$ cat src/rtl/matrix_pkg.sv
// matrix_pkg: shared 8x8 LED matrix geometry, pixel/row types and clear-FSM states
package matrix_pkg;
  localparam int MATRIX_ROWS = 8;
  localparam int MATRIX_COLS = 8;
  typedef logic [2:0] pixel_t;
  typedef struct packed {
    logic [MATRIX_COLS-1:0] red;
    logic [MATRIX_COLS-1:0] green;
    logic [MATRIX_COLS-1:0] blue;
  } row_t;
  typedef enum logic {IDLE, CLEAR} fb_state_t;
endpackage

$ cat src/rtl/matrix_framebuffer_if.sv
// matrix_framebuffer_if: pixel-write, clear, swap and row-fetch signals of the frame store
// master = writer/driver side, slave = frame store side
interface matrix_framebuffer_if;
  import matrix_pkg::*;
  logic       wr_en;
  logic [5:0] wr_addr;
  pixel_t     wr_data;
  logic       wr_ready;
  logic       clear_req;
  logic       busy;
  logic       swap_req;
  logic       swap_pending;
  logic       swap_done;
  logic       row_req;
  logic [2:0] row_idx;
  logic       row_valid;
  logic [7:0] row_red;
  logic [7:0] row_green;
  logic [7:0] row_blue;
  modport master (
    output wr_en, wr_addr, wr_data, clear_req, swap_req, row_req, row_idx,
    input  wr_ready, busy, swap_pending, swap_done, row_valid, row_red, row_green, row_blue
  );
  modport slave (
    input  wr_en, wr_addr, wr_data, clear_req, swap_req, row_req, row_idx,
    output wr_ready, busy, swap_pending, swap_done, row_valid, row_red, row_green, row_blue
  );
endinterface

$ cat src/rtl/matrix_fb_bank.sv
// matrix_fb_bank: one 8x24 flop bank with pixel write, row clear and async row read
// ports: clk, rst, wr_en/wr_row/wr_col/wr_data, clr_en/clr_row, rd_row -> rd_data
module matrix_fb_bank
  import matrix_pkg::*;
(
  input  logic       clk,
  input  logic       rst,
  input  logic       wr_en,
  input  logic [2:0] wr_row,
  input  logic [2:0] wr_col,
  input  pixel_t     wr_data,
  input  logic       clr_en,
  input  logic [2:0] clr_row,
  input  logic [2:0] rd_row,
  output row_t       rd_data
);
  row_t mem [MATRIX_ROWS];
  always_ff @(posedge clk) begin
    if (rst) begin
      for (int i = 0; i < MATRIX_ROWS; i++) mem[i] <= '0;
    end else if (clr_en) begin
      mem[clr_row] <= '0;
    end else if (wr_en) begin
      mem[wr_row].red[wr_col]   <= wr_data[2];
      mem[wr_row].green[wr_col] <= wr_data[1];
      mem[wr_row].blue[wr_col]  <= wr_data[0];
    end
  end
  assign rd_data = mem[rd_row];
endmodule

$ cat src/rtl/matrix_framebuffer.sv
// matrix_framebuffer: double-buffered 8x8 RGB frame store feeding the LED matrix driver
// ports: clk_25mhz, rst (sync, active high), bus (matrix_framebuffer_if.slave)
// MATRIX_FB_DOUBLE_BUFFER_EN selects two banks with frame-boundary swaps; otherwise one bank
module matrix_framebuffer
  import matrix_pkg::*;
(
  input logic                  clk_25mhz,
  input logic                  rst,
  matrix_framebuffer_if.slave  bus
);
  fb_state_t  state;
  logic [2:0] clr_row;
  logic       busy;
  logic       wr_ok;
  logic       swap_done_d;
  row_t       rd_sel;
  row_t       row_q;
  logic       row_valid_q;
  logic       swap_done_q;
  assign busy  = state == CLEAR;
  assign wr_ok = bus.wr_en && !busy;
  always_ff @(posedge clk_25mhz) begin
    if (rst) begin
      state   <= IDLE;
      clr_row <= '0;
    end else begin
      state   <= busy ? (clr_row == 3'd7 ? IDLE : CLEAR) : (bus.clear_req ? CLEAR : IDLE);
      clr_row <= busy ? clr_row + 3'd1 : '0;
    end
  end
`ifdef MATRIX_FB_DOUBLE_BUFFER_EN
  logic front_sel;
  logic swap_pending;
  logic do_swap;
  logic nxt_front;
  row_t rd [2];
  assign do_swap   = bus.row_req && bus.row_idx == 3'd0 && swap_pending && !busy;
  // reads in the swap cycle already see the new front; writes/clears use the pre-toggle back bank
  assign nxt_front = front_sel ^ do_swap;
  for (genvar b = 0; b < 2; b++) begin : g_bank
    matrix_fb_bank u_bank (
      .clk     (clk_25mhz),
      .rst     (rst),
      .wr_en   (wr_ok && (front_sel ^ 1'(b))),
      .wr_row  (bus.wr_addr[5:3]),
      .wr_col  (bus.wr_addr[2:0]),
      .wr_data (bus.wr_data),
      .clr_en  (busy && (front_sel ^ 1'(b))),
      .clr_row (clr_row),
      .rd_row  (bus.row_idx),
      .rd_data (rd[b])
    );
  end
  always_ff @(posedge clk_25mhz) begin
    if (rst) begin
      front_sel    <= 1'b0;
      swap_pending <= 1'b0;
    end else begin
      front_sel    <= nxt_front;
      swap_pending <= bus.swap_req || (swap_pending && !do_swap);
    end
  end
  assign swap_done_d      = do_swap;
  assign rd_sel           = rd[nxt_front];
  assign bus.swap_pending = swap_pending;
`else
  matrix_fb_bank u_bank (
    .clk     (clk_25mhz),
    .rst     (rst),
    .wr_en   (wr_ok),
    .wr_row  (bus.wr_addr[5:3]),
    .wr_col  (bus.wr_addr[2:0]),
    .wr_data (bus.wr_data),
    .clr_en  (busy),
    .clr_row (clr_row),
    .rd_row  (bus.row_idx),
    .rd_data (rd_sel)
  );
  assign swap_done_d      = bus.swap_req;
  assign bus.swap_pending = 1'b0;
`endif
  always_ff @(posedge clk_25mhz) begin
    if (rst) begin
      row_q       <= '0;
      row_valid_q <= 1'b0;
      swap_done_q <= 1'b0;
    end else begin
      row_q       <= bus.row_req ? rd_sel : row_q;
      row_valid_q <= bus.row_req;
      swap_done_q <= swap_done_d;
    end
  end
  assign bus.wr_ready  = !busy;
  assign bus.busy      = busy;
  assign bus.swap_done = swap_done_q;
  assign bus.row_valid = row_valid_q;
  assign bus.row_red   = row_q.red;
  assign bus.row_green = row_q.green;
  assign bus.row_blue  = row_q.blue;
endmodule

$ cat src/flat_wrapper.sv
// flat-port wrapper written by rule: the top's interface ports become plain ports
module matrix_framebuffer_flat import matrix_pkg::*;
  (clk_25mhz, rst, bus_wr_en, bus_wr_addr, bus_wr_data, bus_clear_req, bus_swap_req, bus_row_req, bus_row_idx, bus_wr_ready, bus_busy, bus_swap_pending, bus_swap_done, bus_row_valid, bus_row_red, bus_row_green, bus_row_blue);
  matrix_framebuffer_if bus_i ();
  input logic clk_25mhz;
  input logic rst;
  input wire logic [$bits(bus_i.wr_en)-1:0] bus_wr_en;
  input wire logic [$bits(bus_i.wr_addr)-1:0] bus_wr_addr;
  input wire logic [$bits(bus_i.wr_data)-1:0] bus_wr_data;
  input wire logic [$bits(bus_i.clear_req)-1:0] bus_clear_req;
  input wire logic [$bits(bus_i.swap_req)-1:0] bus_swap_req;
  input wire logic [$bits(bus_i.row_req)-1:0] bus_row_req;
  input wire logic [$bits(bus_i.row_idx)-1:0] bus_row_idx;
  output wire logic [$bits(bus_i.wr_ready)-1:0] bus_wr_ready;
  output wire logic [$bits(bus_i.busy)-1:0] bus_busy;
  output wire logic [$bits(bus_i.swap_pending)-1:0] bus_swap_pending;
  output wire logic [$bits(bus_i.swap_done)-1:0] bus_swap_done;
  output wire logic [$bits(bus_i.row_valid)-1:0] bus_row_valid;
  output wire logic [$bits(bus_i.row_red)-1:0] bus_row_red;
  output wire logic [$bits(bus_i.row_green)-1:0] bus_row_green;
  output wire logic [$bits(bus_i.row_blue)-1:0] bus_row_blue;
  assign bus_i.wr_en = bus_wr_en;
  assign bus_i.wr_addr = bus_wr_addr;
  assign bus_i.wr_data = bus_wr_data;
  assign bus_i.clear_req = bus_clear_req;
  assign bus_i.swap_req = bus_swap_req;
  assign bus_i.row_req = bus_row_req;
  assign bus_i.row_idx = bus_row_idx;
  assign bus_wr_ready = bus_i.wr_ready;
  assign bus_busy = bus_i.busy;
  assign bus_swap_pending = bus_i.swap_pending;
  assign bus_swap_done = bus_i.swap_done;
  assign bus_row_valid = bus_i.row_valid;
  assign bus_row_red = bus_i.row_red;
  assign bus_row_green = bus_i.row_green;
  assign bus_row_blue = bus_i.row_blue;
  matrix_framebuffer u_core (.clk_25mhz(clk_25mhz), .rst(rst), .bus(bus_i));
endmodule
$ cat config.mk
export PLATFORM = sky130hd
export DESIGN_NAME = matrix_framebuffer_flat
export DESIGN_NICKNAME = d
export VERILOG_FILES = /design/src/rtl/matrix_pkg.sv /design/src/rtl/matrix_framebuffer_if.sv /design/src/rtl/matrix_fb_bank.sv /design/src/rtl/matrix_framebuffer.sv /design/src/flat_wrapper.sv
export SDC_FILE = /design/constraint.sdc
export NUM_CORES = 1
export LEC_CHECK = 0
export BUFFER_PORTS_ARGS = -buffer_cell sky130_fd_sc_hd__buf_2
export CORE_UTILIZATION = 56
export CTS_CLUSTER_DIAMETER = 120
export DETAILED_ROUTE_END_ITERATION = 8
export PLACE_DENSITY = 0.86
export SKIP_CTS_REPAIR_TIMING = 1
export SYNTH_ARGS = -nofsm -noshare
export SYNTH_HDL_FRONTEND = slang
export SYNTH_SLANG_ARGS = --single-unit
$ cat constraint.sdc
create_clock -name clk_25mhz -period 2.3 [get_ports clk_25mhz]
set_input_delay 0.23 -clock clk_25mhz [delete_from_list [all_inputs] [get_ports clk_25mhz]]
set_output_delay 0.23 -clock clk_25mhz [all_outputs]
set_load 0.01 [all_outputs]
==> flow_results.xml <==
<?xml version="1.0" encoding="UTF-8"?>
<metrics>
  <group name="logic_synthesis">
    <metric name="synthesis.area" unit="sq um">10700</metric>
    <metric name="ys_top_cells_by_count" unit="">sky130_fd_sc_hd__edfxtp_1, sky130_fd_sc_hd__nor3_1, sky130_fd_sc_hd__mux2_2</metric>
    <metric name="post-synth-top-area-fraction" unit="%">53.8</metric>
    <metric name="yosysSeqAreaShare" unit="%">59.5</metric>
    <metric name="syn-mean-instance-area" unit="sq um">12.6</metric>
    <metric name="synth_top_area_cell" unit="">sky130_fd_sc_hd__edfxtp_1</metric>
    <metric name="postSynthCellCount" unit="">852</metric>
    <metric name="netlist_top_cells_area" unit="">sky130_fd_sc_hd__edfxtp_1, sky130_fd_sc_hd__nor3_1, sky130_fd_sc_hd__dfxtp_1</metric>
    <metric name="netlist-cell-type-count" unit="">44</metric>
    <metric name="synth_flop_cell" unit="">sky130_fd_sc_hd__edfxtp_1</metric>
    <metric name="yosysMostFrequentCell" unit="">sky130_fd_sc_hd__edfxtp_1</metric>
    <metric name="synth_enable_flop_cells" unit="">192</metric>
    <metric name="fraction_of_registers_with_async_set_reset" unit="%">0</metric>
    <metric name="synth.yosys.warnings" unit="">0</metric>
    <metric name="total_of_flip_flops_plus_latches_after_synthesis" unit="">222</metric>
    <metric name="post_synthesis_net_count" unit="">872</metric>
  </group>
  <group name="global_route">
    <metric name="tot_gr_track_use" unit="%">26.4</metric>
    <metric name="grt_start_max_net_pins" unit="">58</metric>
    <metric name="antenna_found_initial" unit="">0</metric>
    <metric name="grt_pass1_wl" unit="um">39700</metric>
    <metric name="overflow_left_after_global_routing" unit="">0</metric>
    <metric name="vias_in_the_first_global_route" unit="">7162</metric>
  </group>
  <group name="timing">
    <metric name="timing.fmax" unit="GHz">0.448</metric>
    <metric name="final.setup.tns" unit="ns">0</metric>
    <metric name="fin_skew" unit="ns">0.00662</metric>
    <metric name="setup_viol_count_final" unit="">0</metric>
    <metric name="setup_repair_after_global_routing_missed_its_margin" unit="">no</metric>
    <metric name="timing_max_transition_violations_final" unit="">0</metric>
    <metric name="post-route-min-period" unit="ns">2.23</metric>
    <metric name="max_slew.worst_pin.slew" unit="ns">0.854</metric>
    <metric name="final_hold_viol_count" unit="">0</metric>
    <metric name="max_slew_headroom_at_the_worst_pin" unit="%">42.9</metric>
    <metric name="post-route-period-util" unit="%">97.0</metric>
  </group>
  <group name="setup_path">
    <metric name="crit_type" unit="">flip-flop to flip-flop</metric>
    <metric name="type_of_destination_of_the_critical_path" unit="">flip-flop</metric>
    <metric name="timing.critical_path.cells" unit="">nor3b_2 -&gt; buf_4 -&gt; mux2_2 -&gt; or2_2 -&gt; o21bai_1</metric>
    <metric name="cpMaxStageDelayCell" unit="">sky130_fd_sc_hd__mux2_2</metric>
    <metric name="ff2ff_setup_slack" unit="ns">0.07</metric>
    <metric name="timing.critical_path.from_type" unit="">flip-flop</metric>
    <metric name="worst_ep_required_time" unit="ns">2.48</metric>
    <metric name="cp_data_arrival_time" unit="ns">2.41</metric>
    <metric name="critPathMaxFanout" unit="">9</metric>
    <metric name="timing.critical_path.slowest_cell_delay" unit="ns">0.48</metric>
  </group>
  <group name="final_layout">
    <metric name="drive_above_1_share" unit="%">25.3</metric>
    <metric name="insertedDiodeCount" unit="">0</metric>
    <metric name="utilization" unit="%">63.8</metric>
    <metric name="layout.cells.non_filler" unit="">1113</metric>
    <metric name="flow.area_growth_from_synthesis" unit="%">11.4</metric>
    <metric name="finalNetCount" unit="">883</metric>
  </group>
  <group name="clock_network">
    <metric name="buffer_levels_on_the_longest_clock_path" unit="">3</metric>
    <metric name="cell_at_the_root_of_the_clock_tree" unit="">sky130_fd_sc_hd__clkbuf_16</metric>
    <metric name="tritoncts.num_buffers" unit="">23</metric>
    <metric name="clkSlewWorstSetupHoldPaths" unit="ns">0.06</metric>
    <metric name="tritoncts_clock_tree" unit="">done</metric>
    <metric name="tritoncts_num_sinks" unit="">222</metric>
    <metric name="clock_insertion_delay_worst_skew" unit="ns">0.51</metric>
    <metric name="htreeDepth" unit="">1</metric>
  </group>
  <group name="place">
    <metric name="place.port_buffers" unit="">45</metric>
    <metric name="gpl.final_weighted_congestion" unit="">0.809</metric>
    <metric name="dpl.cell_count" unit="">1070</metric>
    <metric name="place.detailed.hpwl" unit="um">15000</metric>
  </group>
  <group name="floorplanning">
    <metric name="fp.coreArea" unit="sq um">18700</metric>
    <metric name="die_y" unit="um">140</metric>
    <metric name="overall_die_area" unit="sq um">19700</metric>
    <metric name="rows" unit="">50</metric>
    <metric name="die_width" unit="um">140</metric>
    <metric name="floorplan.io_pins" unit="">47</metric>
    <metric name="initial_utilization" unit="%">57.2</metric>
  </group>
  <group name="detailed_routing">
    <metric name="dr.first_iter.drc_count" unit="">824</metric>
    <metric name="final_antenna_net_count" unit="">0</metric>
    <metric name="wl_per_cell" unit="um">22.5</metric>
    <metric name="tritonroute_pass_1_iters" unit="">6</metric>
    <metric name="drt-total-wl" unit="um">25100</metric>
    <metric name="drc_errors" unit="">0</metric>
    <metric name="drt-vias-per-instance" unit="">6.60</metric>
    <metric name="vias" unit="">7341</metric>
  </group>
  <group name="power">
    <metric name="pwr_density_cell" unit="nW/um^2">781</metric>
    <metric name="sequentialPowerShare" unit="%">49.3</metric>
    <metric name="power.net_switching" unit="uW">2220</metric>
    <metric name="ir_worst_vdd" unit="V">0.000470</metric>
    <metric name="pwr-share-comb" unit="%">10.4</metric>
    <metric name="pwr-share-clk" unit="%">40.3</metric>
    <metric name="p_int" unit="uW">7100</metric>
    <metric name="swShare" unit="%">23.8</metric>
    <metric name="p_leak" unit="uW">0.00432</metric>
  </group>
  <group name="min_path">
    <metric name="kind_of_path_behind_the_tightest_hold_check" unit="">input pin to flip-flop</metric>
  </group>
  <group name="run_status">
    <metric name="outcome" unit="">finished, final reports clean</metric>
  </group>
  <group name="flow_run">
    <metric name="maxCapViolations" unit="">0</metric>
  </group>
</metrics>
## area by class of cell
| class | instances | area, sq um |
|---|---|---|
| clock buffers | 28 | 647 |
| clock inverters | 13 | 120 |
| fillers | 1351 | 6780 |
| inverters | 1 | 3.75 |
| multi-input cells | 525 | 3830 |
| flip-flops and latches | 222 | 6370 |
| well taps | 234 | 293 |
| repair buffers | 90 | 673 |
## metal layers
metal	vias up	track usage, %	wire length (um)
met5	-	0	0
met4	0	10.2	703
met3	70	4.10	2490
met2	444	42.8	11800
met1	3538	35.9	10000
li1	3289	-	-
## flip-flops by register name, summed over array words and instances (netlist names)
register and flops:
u_core.bus.swap_done 1, u_core.bus.row_green 8, u_core.u_bank.mem 192, u_core.bus.row_valid 1, u_core.bus.busy 1, u_core.bus.row_red 8
u_core.bus.row_blue 8, u_core.clr_row 3
## power groups by stage
stage               sequential, uW  combinational [uW]  clock, uW
floorplan                     4680                 645          0
global placement              4670                 919          0
detailed placement            4680                 941          0
CTS                           4590                 950       3760
global route                  4610                1030       3930
finish                        4600                 969       3760
## worst paths after layout
path	start	to	cells past startpoint
setup / recovery	u_core.bus.busy$_SDFF_PP0_	u_core.u_bank.mem[1][14]$_SDFFCE_PN0P_	5
hold / removal	rst	u_core.bus.busy$_SDFF_PP0_	3
hold reg to reg	u_core.bus.row_green[0]$_SDFFE_PP0P_	u_core.bus.row_green[0]$_SDFFE_PP0P_	2
setup reg to reg	u_core.bus.busy$_SDFF_PP0_	u_core.u_bank.mem[1][14]$_SDFFCE_PN0P_	5
## logic make-up after synthesis
group	Yosys count	synth area share, %
compound gates	145	10.4
fa+ha+maj	2	0.234
buf+inv	105	5.02
flops	222	59.5
mux	102	10.3
other cells	1	0.0350
simple gates	275	14.5
## per-stage QoR
stage | area [sq um] | setup WS [ns] | hold WS, ns | power [uW]
global placement | 11100 | 0.126 | 0.447 | 5590
CTS | 11900 | 0.0882 | -0.0726 | 9310
detailed placement | 11100 | 0.0852 | 0.445 | 5620
finish | 11900 | 0.0698 | 0.342 | 9320
global route | 11900 | 0.0117 | 0.348 | 9570
floorplan | 10700 | 0.159 | 0.358 | 5320
## layout by cell type (no fill, tap or decap), types with 2 or more instances in the layout
cell                              n
sky130_fd_sc_hd__nor3b_1          2
sky130_fd_sc_hd__a21o_1          48
sky130_fd_sc_hd__clkbuf_16       25
sky130_fd_sc_hd__buf_2           43
sky130_fd_sc_hd__dlygate4sd3_1    2
sky130_fd_sc_hd__nor3_2          33
sky130_fd_sc_hd__dfxtp_1         30
sky130_fd_sc_hd__mux2_2          50
sky130_fd_sc_hd__nand4b_1         3
sky130_fd_sc_hd__a22oi_1          3
sky130_fd_sc_hd__nor3_1         160
sky130_fd_sc_hd__mux2i_1         49
sky130_fd_sc_hd__o21bai_2         4
sky130_fd_sc_hd__and4bb_2         2
sky130_fd_sc_hd__nor2b_1          2
sky130_fd_sc_hd__nand2b_1         5
sky130_fd_sc_hd__or2_1            2
sky130_fd_sc_hd__clkinvlp_4       2
sky130_fd_sc_hd__o21bai_1        19
sky130_fd_sc_hd__bufinv_16        2
sky130_fd_sc_hd__ha_1             2
sky130_fd_sc_hd__a211oi_1        24
sky130_fd_sc_hd__nor4bb_1         2
sky130_fd_sc_hd__buf_12           8
sky130_fd_sc_hd__clkinv_1         3
sky130_fd_sc_hd__nand3_1          2
sky130_fd_sc_hd__edfxtp_1       192
sky130_fd_sc_hd__o22ai_1         21
sky130_fd_sc_hd__o221ai_1         3
sky130_fd_sc_hd__nand2_1         11
sky130_fd_sc_hd__clkinv_2         5
sky130_fd_sc_hd__a221o_1         21
sky130_fd_sc_hd__buf_4           37
sky130_fd_sc_hd__clkbuf_1         2
sky130_fd_sc_hd__nor2_1          40
sky130_fd_sc_hd__a21oi_1          2
## critical path: cells and delay by family (launching register included)
family	cells	cell delay, ns
AO/OA/AOI/OAI	1	0.31
buffers and inverters	1	0.23
flip-flops	1	0.32
multiplexers	1	0.48
AND/OR/NAND/NOR	2	0.55
No activity file was read; power rests on OpenSTA's default activity.
